===== src/rtl/div_share_ctrl_pkg.sv =====
// Shared types and helpers for the divider-sharing controller.
// Contents: FSM state enum, response error codes, and the signed-overflow
// detector used to bypass the core for MIN / -1.
package div_ctrl_pkg;

  typedef enum logic [1:0] {
    IDLE  = 2'd0,
    ISSUE = 2'd1,
    WAIT  = 2'd2,
    RESP  = 2'd3
  } state_t;

  localparam logic [1:0] ERR_OK      = 2'b00;
  localparam logic [1:0] ERR_DIV0    = 2'b01;
  localparam logic [1:0] ERR_OVF     = 2'b10;
  localparam logic [1:0] ERR_TIMEOUT = 2'b11;

  // Widest operand the overflow helper handles.
  localparam int MAXW = 64;

  // True when the w-bit operands are x == most-negative and y == -1.
  // Callers pass their operands zero-extended to MAXW bits.
  function automatic logic is_ovf(input logic [MAXW-1:0] x,
                                  input logic [MAXW-1:0] y,
                                  input int              w);
    logic [MAXW-1:0] mask;
    logic [MAXW-1:0] msb;
    mask = (w >= MAXW) ? '1 : ((64'd1 << w) - 64'd1);
    msb  = 64'd1 << (w - 1);
    return ((x & mask) == msb) && ((y & mask) == mask);
  endfunction

endpackage


===== src/rtl/div_share_ctrl_rr_arb2.sv =====
// Two-way round-robin grant logic (purely combinational).
// Ports: req_i - pending requests; last_grant_i - index served last;
//        gnt_o - one-hot grant, the requester not served last wins a tie.
module rr_arb2 (
  input  logic [1:0] req_i,
  input  logic       last_grant_i,
  output logic [1:0] gnt_o
);

  always_comb begin
    gnt_o = 2'b00;
    case (req_i)
      2'b01:   gnt_o = 2'b01;
      2'b10:   gnt_o = 2'b10;
      2'b11:   gnt_o = last_grant_i ? 2'b01 : 2'b10;
      default: gnt_o = 2'b00;
    endcase
  end

endmodule


===== src/rtl/div_share_ctrl.sv =====
// Sequences one shared multi-cycle signed divider between two requesters.
// Ports: req_* - per-requester operands and valid/ready accept;
//        rsp_*  - tagged response (q, r, err) with per-requester valid/ready;
//        div_*  - core launch pulse, latched operands, completion and results.
import div_ctrl_pkg::*;

module div_share_ctrl #(
  parameter int W           = 32,
  parameter int TIMEOUT_CYC = 40
) (
  input  logic         clk,
  input  logic         rst,
  input  logic [1:0]   req_valid,
  input  logic [W-1:0] req_x0,
  input  logic [W-1:0] req_y0,
  input  logic [W-1:0] req_x1,
  input  logic [W-1:0] req_y1,
  output logic [1:0]   req_ready,
  output logic [1:0]   rsp_valid,
  input  logic [1:0]   rsp_ready,
  output logic [W-1:0] rsp_q,
  output logic [W-1:0] rsp_r,
  output logic [1:0]   rsp_err,
  output logic         busy,
  output logic         div_start,
  output logic [W-1:0] div_x,
  output logic [W-1:0] div_y,
  input  logic         div_done,
  input  logic [W-1:0] div_q,
  input  logic [W-1:0] div_r
);

  localparam int CW = $clog2(TIMEOUT_CYC + 1);

  state_t         state_q;
  logic           g_q;
  logic           last_grant_q;
  logic [CW-1:0]  cnt_q;
  logic [W-1:0]   x_q, y_q;
  logic [W-1:0]   quo_q, rem_q;
  logic [1:0]     err_q;

  logic [1:0]     gnt;
  logic [1:0]     hs;
  logic [W-1:0]   sel_x, sel_y;

  rr_arb2 u_arb (
    .req_i        (req_valid),
    .last_grant_i (last_grant_q),
    .gnt_o        (gnt)
  );

  // Gated by rst so nothing is offered while reset is held.
  assign req_ready = (state_q == IDLE && !rst) ? gnt : 2'b00;
  assign hs        = req_valid & req_ready;
  assign sel_x     = hs[1] ? req_x1 : req_x0;
  assign sel_y     = hs[1] ? req_y1 : req_y0;

  assign rsp_valid = (state_q == RESP) ? (g_q ? 2'b10 : 2'b01) : 2'b00;
  assign busy      = (state_q != IDLE);
  assign div_start = (state_q == ISSUE);
  assign div_x     = x_q;
  assign div_y     = y_q;
  assign rsp_q     = quo_q;
  assign rsp_r     = rem_q;
  assign rsp_err   = err_q;

  always_ff @(posedge clk or posedge rst) begin
    if (rst) begin
      state_q      <= IDLE;
      g_q          <= 1'b0;
      last_grant_q <= 1'b1;
      cnt_q        <= '0;
      x_q          <= '0;
      y_q          <= '0;
      quo_q        <= '0;
      rem_q        <= '0;
      err_q        <= ERR_OK;
    end else begin
      case (state_q)
        IDLE: begin
          if (|hs) begin
            x_q <= sel_x;
            y_q <= sel_y;
            g_q <= hs[1];
            if (sel_y == '0) begin
              quo_q   <= '1;
              rem_q   <= sel_x;
              err_q   <= ERR_DIV0;
              state_q <= RESP;
            end else if (is_ovf(MAXW'(sel_x), MAXW'(sel_y), W)) begin
              quo_q   <= sel_x;
              rem_q   <= '0;
              err_q   <= ERR_OVF;
              state_q <= RESP;
            end else begin
              state_q <= ISSUE;
            end
          end
        end
        ISSUE: begin
          cnt_q   <= '0;
          state_q <= WAIT;
        end
        WAIT: begin
          // Completion takes priority over a coinciding timeout.
          if (div_done) begin
            quo_q   <= div_q;
            rem_q   <= div_r;
            err_q   <= ERR_OK;
            state_q <= RESP;
          end else if (cnt_q == CW'(TIMEOUT_CYC - 1)) begin
            quo_q   <= '0;
            rem_q   <= '0;
            err_q   <= ERR_TIMEOUT;
            state_q <= RESP;
          end else begin
            cnt_q <= cnt_q + CW'(1);
          end
        end
        RESP: begin
          if (rsp_ready[g_q]) begin
            last_grant_q <= g_q;
            state_q      <= IDLE;
          end
        end
        default: state_q <= IDLE;
      endcase
    end
  end

endmodule


===== config.mk =====
export PLATFORM = sky130hd
export DESIGN_NAME = div_share_ctrl
export DESIGN_NICKNAME = d
export VERILOG_FILES = /design/src/rtl/div_share_ctrl_pkg.sv /design/src/rtl/div_share_ctrl_rr_arb2.sv /design/src/rtl/div_share_ctrl.sv
export SDC_FILE = /design/constraint.sdc
export NUM_CORES = 1
export LEC_CHECK = 0
export ABC_CLOCK_PERIOD_IN_PS = 8600
export CORE_MARGIN = 2
export CORE_UTILIZATION = 35
export DETAILED_ROUTE_END_ITERATION = 8
export DONT_BUFFER_PORTS = 1
export GPL_TIMING_DRIVEN = 0
export HOLD_SLACK_MARGIN = 0.05
export SYNTH_ARGS = -nofsm -noshare
export SYNTH_HDL_FRONTEND = slang
export SYNTH_HIERARCHICAL = 1
export SYNTH_SLANG_ARGS = --single-unit

===== constraint.sdc =====
create_clock -name clk -period 8.6 [get_ports clk]
set_input_delay 1.72 -clock clk [delete_from_list [all_inputs] [get_ports clk]]
set_output_delay 1.72 -clock clk [all_outputs]
set_load 0.01 [all_outputs]

==> results of run 1 <==
## cells by family after synthesis
| kind of cell | count (synthesis) | synth area share (%) |
|---|---|---|
| buffers and inverters | 92 | 5.427 |
| DFF | 140 | 47.65 |
| AOI/OAI and AO/OA | 158 | 14.78 |
| adders and majority gates | 6 | 1.021 |
| muxes | 131 | 18.41 |
| and+or+nand+nor | 192 | 12.71 |
## layer usage
layer | up-vias | global-route usage (%) | part of all wire [%]
li1 | 2713 | - | -
met1 | 3126 | 31.26 | 41
met2 | 334 | 38.25 | 48
met3 | 35 | 7.187 | 9.2
met4 | 0 | 8.333 | 2.0
met5 | - | 0 | 0
## power by group through the flow
| stage | clock network [uW] | logic [uW] | registers [uW] |
|---|---|---|---|
| 2_1_floorplan | 0 | 820 | 1290 |
| 3_3_place_gp | 0 | 1020 | 1390 |
| 3_5_place_dp | 0 | 1040 | 1390 |
| 4_1_cts | 754 | 1040 | 1390 |
| 5_1_grt | 782 | 1150 | 1420 |
| 6_report | 741 | 1040 | 1390 |
## worst max-delay path by stage
stage / start / end / slack, ps / depth (start not counted)
detailed placement: req_x0[3] / rsp_q[2]$_DFFE_PP0P_ / 4000 / 8
global placement: rst / div_x[22]$_DFFE_PP0P_ / 1250 / 1
global route: req_x0[3] / rsp_q[7]$_DFFE_PP0P_ / 4320 / 8
CTS: req_x0[3] / rsp_q[0]$_DFFE_PP0P_ / 4440 / 8
finish: req_x0[3] / rsp_q[7]$_DFFE_PP0P_ / 4460 / 8
floorplan: rst / cnt_q[0]$_DFFE_PP0P_ / 3130 / 1
## layout make-up
type | instances | area (um^2) | area share [%]
buffer | 50 | 241.5 | 2.904
clock buffer | 19 | 442.9 | 5.327
clock inverter | 13 | 141.4 | 1.700
inverter | 42 | 162.7 | 1.956
multi-input combinational | 487 | 3451 | 41.50
sequential | 140 | 3505 | 42.15
tap | 275 | 344.1 | 4.138
timing repair buffer | 1 | 27.53 | 0.3310
## worst register-to-register path: cells and delay by family, from the launching register on
family / cells / cell delay [ps]
AO/OA/AOI/OAI: 1 / 180
adder cells (fa/ha/maj): 1 / 360
buffers and inverters: 2 / 790
flip-flops: 1 / 420
multiplexers: 1 / 190
AND/OR/NAND/NOR: 3 / 1600
## stage by stage
step	instances	util (%)	hold slack (ps)	power, uW
3_3_place_gp	994	36.97	501.5	2412
6_report	1027	39.94	514.7	3165
3_5_place_dp	995	37.13	503.7	2437
2_1_floorplan	719	-	472.7	2114
5_1_grt	1027	39.94	557.2	3354
4_1_cts	1027	39.94	517.4	3186
## cells in the final DEF (no fill, tap or decap), types with 5 or more instances in the layout
master / instances
nor2_1: 72
mux2_1: 8
dfrtp_1: 139
buf_6: 5
a22oi_1: 32
nand4_1: 23
mux2_2: 26
mux2i_1: 97
nor3_1: 5
a222oi_1: 32
buf_2: 7
clkbuf_16: 17
ha_1: 6
nand2_1: 45
clkbuf_1: 32
buf_1: 5
a21oi_1: 69
nor4_1: 31
inv_1: 41
o21ai_0: 11
## registers in the layout, indices dropped and copies added (netlist names)
signal        cells
last_grant_q      1
rsp_err           2
cnt_q             6
div_x            32
div_y            32
rsp_r            32
g_q               1
state_q           2
rsp_q            32
==> results.yml, run 1 <==
timing:
  setup_slack_ps: 4457
  worst_pin_slew_ps: 1286
  max_freq_mhz: 241.4
  setup_viol: 0
  period_share_pct: 48.17
  rsz0062_at_grt: "no"
  slew_headroom_pct: 13.53
  tns_ps: 0
  skew_ps: 10.92
  finalMaxSlewViolations: 0
  fin_crit_ps: 4143
  finalHoldViolations: 0
setup_path:
  arrival_ps: 4440
  cp.required_ps: 8900
  r2r-start: "state_q[1]$_DFFE_PP0P_"
  slowest_stage: "nor4_1"
  path_cells: "nor4_1 > nand4_1 > nor3_1 > a31oi_1 > a2111oi_4 > buf_6 > buf_6 > mux2_1"
  reg2reg_to: "rsp_r[21]$_DFFE_PP0P_"
  critical-path-max-stage-delay_ps: 770
  regToRegSetupSlack_ps: 5010
  reg2regPathDepth: 8
  critPathTopFamily: "simple AND/OR/NAND/NOR gates"
  worst-path-buf-inv: 2
  cpMostUsedCell: "buf_6"
  startpoint_type: "primary input"
  cp_max_fo: 10
  end_kind: "flop"
  crit_type: "primary input to flop"
floorplan:
  dieHeight_um: 149.0
  die_x_um: 149.0
  rows: 53
  core_area_um2: 20820
  initial_utilization_pct: 35.32
  ios: 335
  dieArea_um2: 22190
routing:
  via_per_inst: 6.045
  drc: 3
  first_pass_iters: 9
  ant_nets: 0
  num_vias: 6208
  drt_iter0_markers: 520
  wl_per_cell_um: 26.80
  wl_um: 27530
logic_synthesis:
  seq_area_frac_synth_pct: 47.65
  ys.flop_type: "dfrtp_1"
  async_flop_share_pct: 100.0
  synth_edf_count: 0
  post-synth-top-area-cell: "dfrtp_1"
  synth_area_per_cell_um2: 10.23
  yosysUniqueCellTypes: 44
  syn-instance-count: 719
  ys_top_cells_by_count: "dfrtp_1 (139), mux2i_1 (97), nor2_1 (72)"
  synth_warnings: 6
  synth_area_leaders: "dfrtp_1 (47%), mux2i_1 (13%), a21oi_1 (4.7%)"
  ys_ff_latch: 140
  synth_nets: 924
  syn_area_um2: 7355
  synth_top_area_share_pct: 47.29
  yosysMostFrequentCell: "dfrtp_1"
finish:
  drive_above_1_share_pct: 10.37
  nFillCells: 2106
  area_delta_synth_final_pct: 13.07
  design_area_um2: 8315
  antenna_cells: 0
  final_nets: 944
global_route:
  track_usage_pct: 24.05
  antenna_found_initial: 0
  grt_pass1_wl_um: 39630
  grt.overflow.total: 0
  grt_pass1_vias: 6290
  grt_max_degree: 85
worst_hold_path:
  hold_path.class: "flop to flop"
  hold_depth: 1
  min-delay-start: "cnt_q[4]$_DFFE_PP0P_"
  holdPathEnd: "cnt_q[4]$_DFFE_PP0P_"
power:
  p_comb_share_pct: 32.8
  p_leak_uw: 0.003642
  seqPwrFrac_pct: 43.8
  ir_drop_uv: 133.7
  pwr-share-clk_pct: 23.4
  p_int_uw: 1887
  swShare_pct: 40.37
  p_sw_uw: 1278
  pwr_density_cell_nw_per_um2: 380.6
cts:
  root_buffer: "clkbuf_16"
  cts_resized: 0
  cts_tree: "done"
  clkSinkCount: 140
  clk_latency_ps: 420
  cts_buffers: 17
  htreeDepth: 4
  cts.path.max_buffers: 2
  clk_pin_slew_ps: 60
  cts_setup_buffers: 0
  postCtsHoldBufs: 0
placement:
  place_ws_ps: 3999
  numPortBuffers: 0
  place_congestion: 0.9217
  place_area_um2: 7731
  hpwl_um: 21070
status:
  violations: "DRC"
  status: "finished with violations"
flow_run:
  cap_viol_max_count: 0
No activity file was read; power rests on OpenSTA's default activity.
==> inputs of run 2 (changes only) <==
Settings changed: ABC_AREA set to 1, ABC_CLOCK_PERIOD_IN_PS 8600 to 4200.
Clock period 8.6 ns to 4.2 ns, I/O delays scaled along.
==> run 2 against run 1 <==
  * The run now ends clean
  * Core utilization is 0.40 points higher
  * Clock-buffer cell count stayed put
  * Combinational power is 110% higher
  * Design area is 6.8% higher
  * Synthesized cell count is 59% higher
  * Largest power group unchanged
  * Via count is 28% higher
  * Sequential power is 100% higher
==> results.yml, run 2 <==
status:
  status: "finished, final reports clean"
logic_synthesis:
  synth_area_per_cell_um2: 6.911
  yosysUniqueCellTypes: 31
  synth_compound_area_share_pct: 6.457
  post-synth-top-area-cell: "dfrtp_1"
  synth_xor_area_share_pct: 0
  seq_area_frac_synth_pct: 44.33
  post_synth_fa_ha_maj_area_fraction_pct: 0.9495
  muxShareOfSynthArea_pct: 0
  synthSimpleGateAreaFrac_pct: 40.43
  synth_edf_count: 0
  synth_nets: 1349
  synth_top_area_share_pct: 43.99
  synth_warnings: 6
  ys_top_cells_by_count: "nand2_1 (497), dfrtp_1 (139), nand3_1 (103)"
  syn_area_um2: 7906
  syn-instance-count: 1144
  ys_ff_latch: 140
  async_flop_share_pct: 100.0
  synth_area_leaders: "dfrtp_1 (44%), nand2_1 (24%), nand3_1 (6.5%)"
  synth_top_family_by_area: "simple AND/OR/NAND/NOR gates"
  yosysMostFrequentCell: "nand2_1"
  ys.flop_type: "dfrtp_1"
cts:
  cts_resized: 0
  clkSinkCount: 140
  root_buffer: "clkbuf_16"
  cts.path.max_buffers: 2
  htreeDepth: 4
  clk_latency_ps: 420
  cts_setup_buffers: 0
  postCtsHoldBufs: 0
  cts_buffers: 17
  clk_pin_slew_ps: 60
  cts_tree: "done"
finish:
  drive_above_1_share_pct: 6.293
  final_nets: 1369
  area_delta_synth_final_pct: 12.38
  final_cells: 1457
  mostFrequentLayoutCell: "nand2_1"
  fin_util_pct: 40.34
  nFillCells: 2368
  final_cell_mix: "nand2_1 (497), dfrtp_1 (139), nand3_1 (103)"
global_route:
  track_usage_pct: 25.30
  antenna_found_initial: 2
  grt_pass1_vias: 7791
  grt.overflow.total: 0
  grt_pass1_wl_um: 45750
  grt_max_degree: 80
setup_path:
  crit_type: "primary input to flop"
  cp.required_ps: 4560
  reg2regPathDepth: 16
  arrival_ps: 4030
  startpoint_type: "primary input"
  path_cells: "inv_6 > buf_16 > nand4_4 > buf_2 > o21ai_1 > nand2_1 > nor2_1 > nand2_1 > nor2_4 > nand3_1 > clkbuf_1 > nand3_1 > nand3_1 > nand2_1"
  critical-path-max-stage-delay_ps: 430
  slowest_stage: "inv_6"
  cp_max_fo: 79
  end_kind: "flop"
placement:
  placedCellCount: 1425
  hpwl_um: 23560
  place_congestion: 0.9110
  numPortBuffers: 0
  place_ws_ps: -86.57
routing:
  ant_nets: 0
  wl_per_cell_um: 20.74
  num_vias: 7954
  via_per_inst: 5.459
  drc: 0
  first_pass_iters: 5
  drt_iter0_markers: 620
  wl_um: 30220
floorplan:
  dieHeight_um: 154.3
  initial_utilization_pct: 35.90
  rows: 54
  ios: 335
  dieArea_um2: 23810
  die_x_um: 154.3
  core_area_um2: 22030
timing:
  finalMaxSlewViolations: 0
  slew_headroom_pct: 47.56
  tns_ps: 0
  worst_pin_slew_ps: 786.6
  setup_viol: 0
  rsz0062_at_grt: "no"
  period_share_pct: 87.31
  holdWs_ps: 374.6
  skew_ps: 8.746
  setup_slack_ps: 532.9
  finalHoldViolations: 0
  max_freq_mhz: 272.7
  fin_crit_ps: 3667
flow_run:
  cap_viol_max_count: 0
power:
  p_leak_uw: 0.004699
  ir_drop_uv: 280.6
  pwr_density_cell_nw_per_um2: 734.5
worst_hold_path:
  hold_path.class: "primary input to async pin"
run 2: cell count changes after synthesis, moves of 32 or more:
cell and delta:
a21oi_1 -65, a222oi_1 -32, nand4_1 +35, nand3_1 +102
mux2i_1 -97, a22oi_1 -32, nand2_1 +452
run 2: metal layers:
metal  vias to the layer above  routed length [um]  GRT usage [%]
li1                       3738                   -              -
met1                      3804               12710          31.83
met2                       349               13980          40.87
met3                        63                2576          7.733
met4                         0                 957          10.01
met5                         -                   0              0
run 2: cell type report:
| class | instances | area, um^2 | area share [%] |
|---|---|---|---|
| well taps | 280 | 350.3 | 3.943 |
| flip-flops and latches | 140 | 3505 | 39.45 |
| diodes | 1 | 2.502 | 0.02817 |
| clock inverters | 12 | 140.1 | 1.577 |
| repair buffers | 1 | 27.53 | 0.3098 |
| multi-input cells | 860 | 3782 | 42.57 |
| plain buffers | 75 | 360.3 | 4.056 |
| clock buffers | 19 | 452.9 | 5.098 |
| inverters | 69 | 264.0 | 2.971 |
run 2: kinds of logic after synthesis:
kind of cell    count (synthesis)
compound gates                 92
buf+inv                       144
fa+ha+maj                       6
flops                         140
simple gates                  762
run 2: report_power, final:
part / internal (uW) / switching [uW] / total [uW] / leakage [uW]
Combinational: 703 / 1500 / 2200 / 0.00266
Sequential: 1980 / 804 / 2780 / 0.00176
Clock: 909 / 634 / 1540 / 0.000282
run 2: worst max-delay path: cells and delay by family:
family          cells  cell delay (ps)
simple gates        9             1440
compound gates      1              310
buf+inv             4             1410
run 2: through the flow:
| stage | cell area (um^2) | total power (uW) |
|---|---|---|
| 2_1_floorplan | 7909 | 4233 |
| 3_3_place_gp | 8259 | 4949 |
| 3_5_place_dp | 8289 | 5004 |
| 4_1_cts | 8882 | 6564 |
| 5_1_grt | 8882 | 6993 |
| 6_report | 8885 | 6526 |
run 2: path summary, 6_finish.rpt:
| path | start | to | slack (ps) |
|---|---|---|---|
| setup / recovery | rst | rsp_q[2]$_DFFE_PP0P_ | 530 |
| hold / removal | rst | div_y[9]$_DFFE_PP0P_ | 370 |
| setup reg to reg | state_q[0]$_DFFE_PP0P_ | rsp_q[2]$_DFFE_PP0P_ | 790 |
| hold reg to reg | last_grant_q$_DFFE_PP1P_ | last_grant_q$_DFFE_PP1P_ | 530 |
| max in group asynchronous | rst | div_y[26]$_DFFE_PP0P_ | 2970 |
| min in group clk | last_grant_q$_DFFE_PP1P_ | last_grant_q$_DFFE_PP1P_ | 530 |
==> inputs of run 3 (changes only) <==
Settings changed: MAX_ROUTING_LAYER set to met4.
==> run 3 against run 2 <==
  * Critical path depth is the same
  * Hold slack lost 1.1 ps
  * Clock-buffer cell count did not move
  * Clock power about the same
  * First-iteration DRC count is 2.6% higher
  * Wire length increased by 0.23%
  * Sequential cell count did not move
  * Final cell count is essentially flat
  * Combinational power about the same
  * Via count is 0.13% higher
  * Fmax decreased by 0.92%
  * Critical path type unchanged
==> results.yml, run 3 (synthesis results as in run 2) <==
status:
  status: "finished, final reports clean"
cts:
  htreeDepth: 4
  clk_pin_slew_ps: 60
  clk_latency_ps: 430
  cts_resized: 0
  postCtsHoldBufs: 0
  cts.path.max_buffers: 2
  cts_buffers: 17
  root_buffer: "clkbuf_16"
  cts_tree: "done"
  cts_setup_buffers: 0
  clkSinkCount: 140
timing:
  skew_ps: 8.566
  worst_pin_slew_ps: 772.8
  finalMaxSlewViolations: 0
  slew_headroom_pct: 48.48
  rsz0062_at_grt: "no"
  setup_slack_ps: 498.8
  fin_crit_ps: 3701
  max_freq_mhz: 270.2
  finalHoldViolations: 0
  period_share_pct: 88.12
  setup_viol: 0
  holdWs_ps: 373.6
setup_path:
  crit_type: "primary input to flop"
  startpoint_type: "primary input"
  cp.required_ps: 4560
  end_kind: "flop"
  arrival_ps: 4060
  cp_max_fo: 79
  r2r-start: "state_q[1]$_DFFE_PP0P_"
  startpoint: "rst"
floorplan:
  ios: 335
  initial_utilization_pct: 35.90
  rows: 54
  core_area_um2: 22030
  dieHeight_um: 154.3
  dieArea_um2: 23810
  die_x_um: 154.3
global_route:
  grt_busiest_layer: "met2"
  grt_pass1_vias: 7784
  antenna_found_initial: 2
  grt.overflow.total: 0
  grt_pass1_wl_um: 45620
  use_met2_pct: 40.85
  grt_max_degree: 80
  met1_usage_pct: 32.11
  grtUsageMet3_pct: 7.201
  track_usage_pct: 26.03
flow_run:
  cap_viol_max_count: 0
placement:
  place_congestion: 0.9268
  placedCellCount: 1425
  place_ws_ps: -86.57
  hpwl_um: 23560
  numPortBuffers: 0
  place_area_um2: 8289
finish:
  final_cell_mix: "nand2_1 (497), dfrtp_1 (139), nand3_1 (103)"
  final_nets: 1369
  design_area_um2: 8887
  drive_above_1_share_pct: 6.293
  final_cells: 1458
  mostFrequentLayoutCell: "nand2_1"
  area_delta_synth_final_pct: 12.41
  nFillCells: 2367
power:
  p_leak_uw: 0.004699
  ir_drop_uv: 280.9
  pwr_density_cell_nw_per_um2: 734.0
routing:
  via_per_inst: 5.462
  first_pass_iters: 5
  wl_per_cell_um: 20.78
  wl_um: 30300
  drt_iter0_markers: 636
  ant_nets: 0
  drc: 0
  num_vias: 7964
worst_hold_path:
  hold_path.class: "primary input to async pin"
## run 3: cell count changes in the layout (fill, tap and decap cells not counted), sizes merged
cell	change
diode	+1
## run 3: layout make-up
cell class | count | area, um^2 | share of cell area [%]
Inverter | 69 | 264.0 | 2.971
Sequential cell | 140 | 3505 | 39.43
Clock inverter | 12 | 140.1 | 1.577
Antenna cell | 2 | 5.005 | 0.05631
Timing Repair Buffer | 1 | 27.53 | 0.3097
Multi-Input combinational cell | 860 | 3782 | 42.56
Clock buffer | 19 | 452.9 | 5.096
Buffer | 75 | 360.3 | 4.055
Tap cell | 280 | 350.3 | 3.942
## run 3: per-stage QoR
stage	power (uW)	util, %	setup TNS, ps
final	6523	40.35	0
after global routing	6989	40.35	0
after CTS	6564	40.33	0
after detailed placement	5004	37.63	-2685
after global placement	4949	37.50	-76230
after floorplan	4233	-	0
## run 3: where the power goes
group / leakage [uW] / total (uW) / internal, uW / switching, uW
sequential: 0.00176 / 2780 / 1980 / 801
combinational: 0.00266 / 2200 / 703 / 1500
clock: 0.000282 / 1540 / 909 / 631
## run 3: worst paths after layout
path / end / slack (ps) / depth (start not counted)
max: rsp_q[2]$_DFFE_PP0P_ / 500 / 14
min: div_y[9]$_DFFE_PP0P_ / 370 / 1
max reg2reg: rsp_q[2]$_DFFE_PP0P_ / 770 / 16
min reg2reg: last_grant_q$_DFFE_PP1P_ / 520 / 2
max in group asynchronous: div_y[26]$_DFFE_PP0P_ / 2980 / 2
min in group clk: last_grant_q$_DFFE_PP1P_ / 520 / 2
## run 3: worst max-delay path, cell delays in order
cell and delay [ps]:
inv_6 430, buf_16 380, nand4_4 210, buf_2 250, o21ai_1 320, nand2_1 90
nor2_1 140, nand2_1 100, nor2_4 270, nand3_1 290, clkbuf_1 360, nand3_1 170
nand3_1 90, nand2_1 80
## run 3: metal layers
| metal | vias up | wire [um] | share of wire (%) |
|---|---|---|---|
| met3 | 63 | 2610 | 8.6 |
| met5 | - | 0 | 0 |
| li1 | 3739 | - | - |
| met2 | 362 | 14090 | 47 |
| met1 | 3800 | 12700 | 42 |
| met4 | 0 | 892 | 2.9 |
